## config.mk

```make
export PLATFORM = sky130hd
export DESIGN_NAME = inst_fetch_flat
export DESIGN_NICKNAME = d
export VERILOG_FILES = /design/src/rtl/inst_fetch_if.sv /design/src/rtl/inst_fetch.sv /design/src/flat_wrapper.sv
export SDC_FILE = /design/constraint.sdc
export NUM_CORES = 1
export LEC_CHECK = 0
export BUFFER_PORTS_ARGS = -buffer_cell sky130_fd_sc_hd__buf_4
export CAP_MARGIN = 5
export CORE_ASPECT_RATIO = 2
export CORE_MARGIN = 2
export CORE_UTILIZATION = 30
export DETAILED_ROUTE_END_ITERATION = 10
export PLACE_DENSITY = 0.56
export SLEW_MARGIN = 10
export SYNTH_ARGS = -nofsm -noshare
export SYNTH_HDL_FRONTEND = slang
export SYNTH_SLANG_ARGS = --single-unit
```

## constraint.sdc

```tcl
create_clock -name clk -period 7.34 [get_ports clk]
set_input_delay 1.468 -clock clk [delete_from_list [all_inputs] [get_ports clk]]
set_output_delay 1.468 -clock clk [all_outputs]
set_load 0.01 [all_outputs]
```

## src/rtl/inst_fetch_if.sv

```systemverilog
// Instruction-memory bus between the fetch unit (master) and instruction memory (slave):
// valid/ready request channel plus a valid-only response channel.
interface inst_fetch_if #(
    parameter int PC_W   = 64,
    parameter int INST_W = 32
) ();
    logic              imem_req_valid;
    logic [PC_W-1:0]   imem_req_addr;
    logic              imem_req_ready;
    logic              imem_rsp_valid;
    logic [INST_W-1:0] imem_rsp_data;

    modport master (
        output imem_req_valid,
        output imem_req_addr,
        input  imem_req_ready,
        input  imem_rsp_valid,
        input  imem_rsp_data
    );

    modport slave (
        input  imem_req_valid,
        input  imem_req_addr,
        output imem_req_ready,
        output imem_rsp_valid,
        output imem_rsp_data
    );
endinterface

```

## src/rtl/inst_fetch.sv

```systemverilog
// Instruction fetch unit: one outstanding imem request at a time, fetched words queued toward ID.
// Define ysyx22040228_FETCH_BUF2_EN for a two-entry buffer; otherwise a single output register.
module inst_fetch #(
    parameter int                PC_W     = 64,
    parameter int                INST_W   = 32,
    parameter logic [INST_W-1:0] NOP_INST = 32'h0000_0013
) (
    input  logic              clk,
    input  logic              rst,
    input  logic [PC_W-1:0]   pc_i,
    input  logic              pc_ce_i,
    input  logic              flush_i,
    output logic              pc_stall_o,
    inst_fetch_if.master      imem,
    output logic              if_valid_o,
    output logic [PC_W-1:0]   if_pc_o,
    output logic [INST_W-1:0] if_inst_o,
    output logic              if_misalign_o,
    input  logic              if_ready_i
);

`ifdef ysyx22040228_FETCH_BUF2_EN
    localparam int DEPTH = 2;
`else
    localparam int DEPTH = 1;
`endif
    localparam logic [1:0] DEPTH_C = 2'(DEPTH);

    typedef enum logic [1:0] {
        IDLE,
        REQ,
        WAIT,
        DROP
    } state_e;

    typedef struct packed {
        logic [PC_W-1:0]   pc;
        logic [INST_W-1:0] inst;
        logic              misalign;
    } entry_t;

    state_e          state_q, state_d;
    logic [PC_W-1:0] req_pc_q, req_pc_d;
    logic            drop_pending_q, drop_pending_d;
    entry_t          fifo_q [DEPTH];
    entry_t          fifo_d [DEPTH];
    logic [1:0]      count_q, count_d;
    logic            issue;
    logic            push;
    logic            pop;
    entry_t          push_entry;
    int              wr_idx;

    // The buffer slot is reserved at issue time, so a later push always has room.
    assign issue      = (state_q == IDLE) && !pc_ce_i && !flush_i && (count_q < DEPTH_C);
    assign pc_stall_o = !issue;
    assign pop        = (count_q != 2'd0) && if_ready_i;

    assign imem.imem_req_valid = (state_q == REQ);
    assign imem.imem_req_addr  = req_pc_q;

    assign if_valid_o    = (count_q != 2'd0);
    assign if_pc_o       = fifo_q[0].pc;
    assign if_inst_o     = fifo_q[0].inst;
    assign if_misalign_o = fifo_q[0].misalign;

    always_comb begin
        state_d        = state_q;
        req_pc_d       = req_pc_q;
        drop_pending_d = drop_pending_q;
        push           = 1'b0;
        push_entry     = '0;
        case (state_q)
            IDLE: begin
                if (issue) begin
                    if (pc_i[1:0] == 2'b00) begin
                        req_pc_d       = pc_i;
                        drop_pending_d = 1'b0;
                        state_d        = REQ;
                    end else begin
                        push       = 1'b1;
                        push_entry = '{pc: pc_i, inst: NOP_INST, misalign: 1'b1};
                    end
                end
            end
            REQ: begin
                // A request already on the bus cannot be withdrawn; remember to discard its reply.
                if (flush_i) begin
                    drop_pending_d = 1'b1;
                end
                if (imem.imem_req_ready) begin
                    state_d        = (drop_pending_q || flush_i) ? DROP : WAIT;
                    drop_pending_d = 1'b0;
                end
            end
            WAIT: begin
                if (imem.imem_rsp_valid) begin
                    state_d    = IDLE;
                    push       = !flush_i;
                    push_entry = '{pc: req_pc_q, inst: imem.imem_rsp_data, misalign: 1'b0};
                end else if (flush_i) begin
                    state_d = DROP;
                end
            end
            DROP: begin
                if (imem.imem_rsp_valid) begin
                    state_d = IDLE;
                end
            end
            default: state_d = IDLE;
        endcase
    end

    always_comb begin
        fifo_d  = fifo_q;
        count_d = count_q;
        wr_idx  = int'(count_q) - (pop ? 1 : 0);
        if (flush_i) begin
            count_d = 2'd0;
        end else begin
            if (pop) begin
                for (int i = 0; i < DEPTH - 1; i++) begin
                    fifo_d[i] = fifo_q[i+1];
                end
            end
            if (push) begin
                for (int i = 0; i < DEPTH; i++) begin
                    if (i == wr_idx) begin
                        fifo_d[i] = push_entry;
                    end
                end
            end
            count_d = count_q + {1'b0, push} - {1'b0, pop};
        end
    end

    always_ff @(posedge clk) begin
        if (rst) begin
            state_q        <= IDLE;
            req_pc_q       <= '0;
            drop_pending_q <= 1'b0;
            count_q        <= 2'd0;
            for (int i = 0; i < DEPTH; i++) begin
                fifo_q[i] <= '0;
            end
        end else begin
            state_q        <= state_d;
            req_pc_q       <= req_pc_d;
            drop_pending_q <= drop_pending_d;
            count_q        <= count_d;
            fifo_q         <= fifo_d;
        end
    end

endmodule

```

## src/flat_wrapper.sv

```systemverilog
// flat-port wrapper written by rule: the top's interface ports become plain ports
module inst_fetch_flat 
#(
    parameter int                PC_W     = 64,
    parameter int                INST_W   = 32,
    parameter logic [INST_W-1:0] NOP_INST = 32'h0000_0013
)
  (clk, rst, pc_i, pc_ce_i, flush_i, pc_stall_o, if_valid_o, if_pc_o, if_inst_o, if_misalign_o, if_ready_i, imem_imem_req_valid, imem_imem_req_addr, imem_imem_req_ready, imem_imem_rsp_valid, imem_imem_rsp_data);
  inst_fetch_if #(.PC_W(PC_W), .INST_W(INST_W)) imem_i ();
  input  logic clk;
  input  logic rst;
  input  logic [PC_W-1:0] pc_i;
  input  logic pc_ce_i;
  input  logic flush_i;
  output logic pc_stall_o;
  output logic if_valid_o;
  output logic [PC_W-1:0] if_pc_o;
  output logic [INST_W-1:0] if_inst_o;
  output logic if_misalign_o;
  input  logic if_ready_i;
  output wire logic [$bits(imem_i.imem_req_valid)-1:0] imem_imem_req_valid;
  output wire logic [$bits(imem_i.imem_req_addr)-1:0] imem_imem_req_addr;
  input wire logic [$bits(imem_i.imem_req_ready)-1:0] imem_imem_req_ready;
  input wire logic [$bits(imem_i.imem_rsp_valid)-1:0] imem_imem_rsp_valid;
  input wire logic [$bits(imem_i.imem_rsp_data)-1:0] imem_imem_rsp_data;
  assign imem_imem_req_valid = imem_i.imem_req_valid;
  assign imem_imem_req_addr = imem_i.imem_req_addr;
  assign imem_i.imem_req_ready = imem_imem_req_ready;
  assign imem_i.imem_rsp_valid = imem_imem_rsp_valid;
  assign imem_i.imem_rsp_data = imem_imem_rsp_data;
  inst_fetch #(.PC_W(PC_W), .INST_W(INST_W), .NOP_INST(NOP_INST)) u_core (.clk(clk), .rst(rst), .pc_i(pc_i), .pc_ce_i(pc_ce_i), .flush_i(flush_i), .pc_stall_o(pc_stall_o), .imem(imem_i), .if_valid_o(if_valid_o), .if_pc_o(if_pc_o), .if_inst_o(if_inst_o), .if_misalign_o(if_misalign_o), .if_ready_i(if_ready_i));
endmodule
```

Word level (Yosys, flattened, before mapping)
Cells that the tools add are included.
{"block": "totals", "register_bits": 166, "input_bits": 103, "out_inout_bits": 164, "wordCells": 61}
{"block": "classes", "n_addsub": 3, "n_lt_le_gt_ge": 1, "n_eq_ne": 9, "mux": 22, "n_bitwise": 1, "n_reduce_logical": 18}
{"operator": "97-bit two-way mux", "count": 3}
{"operator": "97-bit case mux with 2 select lines", "count": 1}
{"operator": "32-bit logical NOT", "count": 1}
{"operator": "3-bit by 32-bit subtractor with 32-bit output", "count": 1}
{"operator": "2-bit two-way mux", "count": 6}
{"operator": "1-bit two-way mux", "count": 9}
{"operator": "2-bit case mux with 4 select lines", "count": 1}
{"operator": "3-bit AND reduction", "count": 2}
{"operator": "5-bit AND reduction", "count": 1}
{"operator": "2-bit equality test (second input constant)", "count": 2}
{"operator": "1-bit logical AND", "count": 4}
{"operator": "2-bit logical NOT", "count": 2}
{"operator": "2-bit by 1-bit inequality test with 1-bit output (second input constant)", "count": 2}
{"operator": "2-bit inequality test (second input constant)", "count": 2}
{"operator": "1-bit case mux with 2 select lines", "count": 2}
{"operator": "4-bit AND reduction", "count": 1}
{"operator": "2-bit nonzero test", "count": 2}
{"operator": "1-bit logical NOT", "count": 3}
{"operator": "3-bit by 2-bit inequality test with 1-bit output (second input constant)", "count": 1}
{"operator": "3-bit inequality test (second input constant)", "count": 1}
{"operator": "2-bit by 1-bit adder with 2-bit output", "count": 1}
{"operator": "2-bit by 1-bit equality test with 1-bit output (second input constant)", "count": 1}
{"operator": "2-bit by 1-bit < comparator with 1-bit output (second input constant)", "count": 1}
{"operator": "2-bit OR reduction", "count": 1}
{"operator": "3 further kinds", "count": 3}

Logic depth before layout (Yosys ltp)
{"block": "logic_depth", "ltp_word": 8, "ltp_mapped": 10, "depth_no_buf": 8}

Worst setup path before layout
OpenSTA, ideal clock, no wires.
{"block": "synth_timing", "path_type": "input-to-output", "start": "input port flush_i", "end": "output port pc_stall_o", "arrival_time_ps": 2305, "t_required_ps": 5872, "path_slack_ps": 3567, "path_stages": 4, "path_buffers": 1, "cell_sequence": "buf_2 or4_4 nor2_1 inv_1"}
{"block": "synth_between", "elab_chain_cells": 4}
{"item": "from (decl)", "line_no": "flat_wrapper.sv:14", "source": "input logic flush_i;"}
{"item": "1-bit logical NOT", "line_no": "inst_fetch.sv:55", "source": "assign issue = (state_q == IDLE) && !pc_ce_i && !flush_i && (count_q < DEPTH_C);"}
{"item": "1-bit logical AND (2 in series)", "line_no": "inst_fetch.sv:55"}
{"item": "1-bit logical NOT", "line_no": "inst_fetch.sv:56", "source": "assign pc_stall_o = !issue;"}
{"item": "to (decl)", "line_no": "flat_wrapper.sv:15", "source": "output logic pc_stall_o;"}
Every way passes these cells.

Worst setup path in the final report
{"block": "layout_timing", "start": "input port if_ready_i", "end": "register u_core.fifo_q (netlist bit u_core.if_inst_o[4])"}
{"block": "layout_between", "elab_chain_cells": 5}
{"item": "from (decl)", "line_no": "flat_wrapper.sv:20", "source": "input logic if_ready_i;"}
{"item": "1-bit logical AND", "line_no": "inst_fetch.sv:57", "source": "assign pop = (count_q != 2'd0) && if_ready_i;"}
{"item": "1-bit two-way mux", "line_no": "inst_fetch.sv:117", "source": "wr_idx = int'(count_q) - (pop ? 1 : 0);"}
{"item": "3-bit by 32-bit subtractor with 32-bit output", "line_no": "inst_fetch.sv:117"}
{"item": "32-bit logical NOT", "line_no": "inst_fetch.sv:128", "source": "if (i == wr_idx) begin"}
{"item": "3-bit AND reduction (no line)"}
{"item": "to (signal assigned)", "line_no": "inst_fetch.sv:151", "source": "fifo_q <= fifo_d;"}
{"item": "to (decl)", "line_no": "inst_fetch.sv:45", "source": "entry_t fifo_q [DEPTH];"}
Every way passes these cells.
A chain may end at the register's enable or synchronous reset.

==> results.toml <==
[sta]
hold_violations = 0
fmaxAchievable_mhz = 229
finalCriticalPeriod_ns = 4.37
timing.slew.headroom_pct = 25.1
max_slew.worst_pin.slew_ns = 1.12
fin_ws_ns = 2.97
tns_ns = 0
skew_ns = 0.00693
setup_viol = 0
slew_viol_final = 0
timing.hold.ws_ns = 0.470
rsz0062_at_grt = "no"
fin_crit_sh_pct = 59.5

[clocking]
cts_resized = 0
holdBufCountCts = 0
cts_tree = "yes"
cts_max_path_buffers = 2
numCtsBuffers = 17
cts_setup_buffers = 0
cts_sinks = 166
insertion_delay_ns = 0.42
clockRootBuffer = "clkbuf_16"
htree_levels = 4
clk_pin_slew_worst_paths_ns = 0.06

[yosys]
postSynthAreaPerCell_um2 = 8.59
synth_edf_count = 0
synthArstFlopShare_pct = 0
synth_top_area_share_pct = 50.2
synth.distinct_cells = 35
synth_seq_cells = 166
synth_nets = 877
yosysTopAreaCell = "dfxtp_1"
synthTopCellsByArea = "dfxtp_1 (50%), a21oi_1 (12%), a211oi_1 (7.6%)"
synth_seq_area_share_pct = 50.2
netlist_area_mm2 = 0.00662
yosysWarnings = 0
synth_ff_type = "dfxtp_1"
synth_cells = 771

[power_and_ir_drop]
pwr_density_cell_mw_per_mm2 = 224
peakVddDrop_mv = 0.133
leakagePower_nw = 3.49
total_power_mw = 2.06

[grt]
grt_first_pass_wirelength_mm = 36.5
overflow = 0
grt_pass1_vias = 6587
gr-usage-all-layers_pct = 20.3
grt_max_degree = 98
antenna_found_initial = 2

[detailed_routing]
routedWlPerCell_um = 19.1
ant_nets = 0
drcViolationCount = 0
wl_met1_mm = 8.90
route.met3.wl_mm = 1.11
routed_wl_mm = 24.1
wl_met2_mm = 12.9
highest-signal-layer = "met4"
drtIter0Drc = 424
vias = 6605
viasPerCell = 5.23
firstDrtPassIters = 5

[finish]
utilization_pct = 42.6
fin_cells = 1264
nFillCells = 2199
layout_common_cells = "buf_4 (276), dfxtp_1 (166), a21oi_1 (164)"
final_common_cell = "buf_4"
finalNetCount = 1088
area_delta_synth_final_pct = 38.7
post-route-cell-area_mm2 = 0.00919
drive_gt1_share_pct = 31.3

[status]
status = "complete, no violations"

[floorplanning]
die_h_um = 214
row_count = 76
io_pins = 267
core_area_mm2 = 0.0216
die_w_um = 109
start_util_pct = 30.7
design.die.area_mm2 = 0.0233

[worst_setup_path]
critPathMaxFanout = 38
crit_type = "in2reg"
critical_path.endpoint_type = "flip-flop"
arrival_ns = 4.62
crit_path_start_kind = "input port"
cp_data_required_time_ns = 7.59

[worst_hold_path]
hold_class = "reg2reg"

[flow_run]
maxCapViolCount = 0

[placed_design]
numPortBuffers = 266
dp_hpwl_mm = 15.9
gp_congestion = 0.809
dp_cells = 1236
placedInstanceArea_mm2 = 0.00866
dp_slack_ns = 2.50
## registers in the layout, summed over array words and instances, names as in the netlist
signal and cells:
u_core.state_q 2, u_core.if_inst_o 32, u_core.drop_pending_q 1, u_core.count_q 2
u_core.imem.imem_req_addr 64, u_core.if_misalign_o 1, u_core.if_pc_o 64
## cells by family after synthesis
group,after synthesis,synth area share (%)
compound gates,330,30.3
simple gates,180,12.4
flops,166,50.2
buf+inv,91,6.48
fa+ha+maj,3,0.567
xor+xnor,1,0.132
## where the power goes
group / internal [mW] / switching, mW / total (mW) / leakage, nW
registers: 0.932 / 0.0194 / 0.952 / 1.34
clock network: 0.472 / 0.350 / 0.822 / 0.248
logic: 0.116 / 0.167 / 0.282 / 1.90
total: 1.52 / 0.536 / 2.06 / 3.49
## synthesized netlist by cell type, types with 2 or more instances
cell type / count
a211oi_1: 67
a21oi_1: 164
a22oi_1: 65
buf_2: 11
buf_4: 11
buf_6: 4
clkbuf_1: 57
dfxtp_1: 166
ha_1: 3
inv_1: 6
nand2_1: 128
nand4_1: 29
nor2_1: 5
nor3_1: 2
nor3b_1: 3
o21ai_0: 31
## metal layers
layer	track usage, %	vias to the layer above
li1	-	3220
met1	21.7	3099
met2	36.3	233
met3	3.28	53
met4	12.0	0
met5	0	-
## area by class of cell
type | instances | area (µm²) | area share (%)
timing repair buffer | 276 | 2070 | 22.6
antenna | 2 | 5.00 | 0.0545
multi-input combinational | 514 | 2900 | 31.6
clock buffer | 21 | 460 | 5.01
inverter | 7 | 28.8 | 0.313
clock inverter | 5 | 55.1 | 0.599
sequential | 166 | 3320 | 36.2
tap | 273 | 342 | 3.72
## path summary, 6_finish.rpt
| path | from | slack (ns) | to | depth (start not counted) |
|---|---|---|---|---|
| max | if_ready_i | 2.97 | u_core.if_inst_o[4] | 8 |
| min | u_core.imem.imem_req_addr[12] | 0.47 | u_core.imem.imem_req_addr[12] | 2 |
| max reg2reg | u_core.count_q[0] | 3.42 | u_core.if_inst_o[4] | 9 |
| min reg2reg | u_core.imem.imem_req_addr[12] | 0.47 | u_core.imem.imem_req_addr[12] | 2 |
## worst max-delay path, cell delays in order
cell and delay, ns:
buf_4 0.11, and2_1 0.13, ha_1 0.18, ha_1 0.32, or4b_2 0.95, nor2_4 0.75
buf_4 0.53, a211oi_1 0.13
No activity file was read; power rests on OpenSTA's default activity.
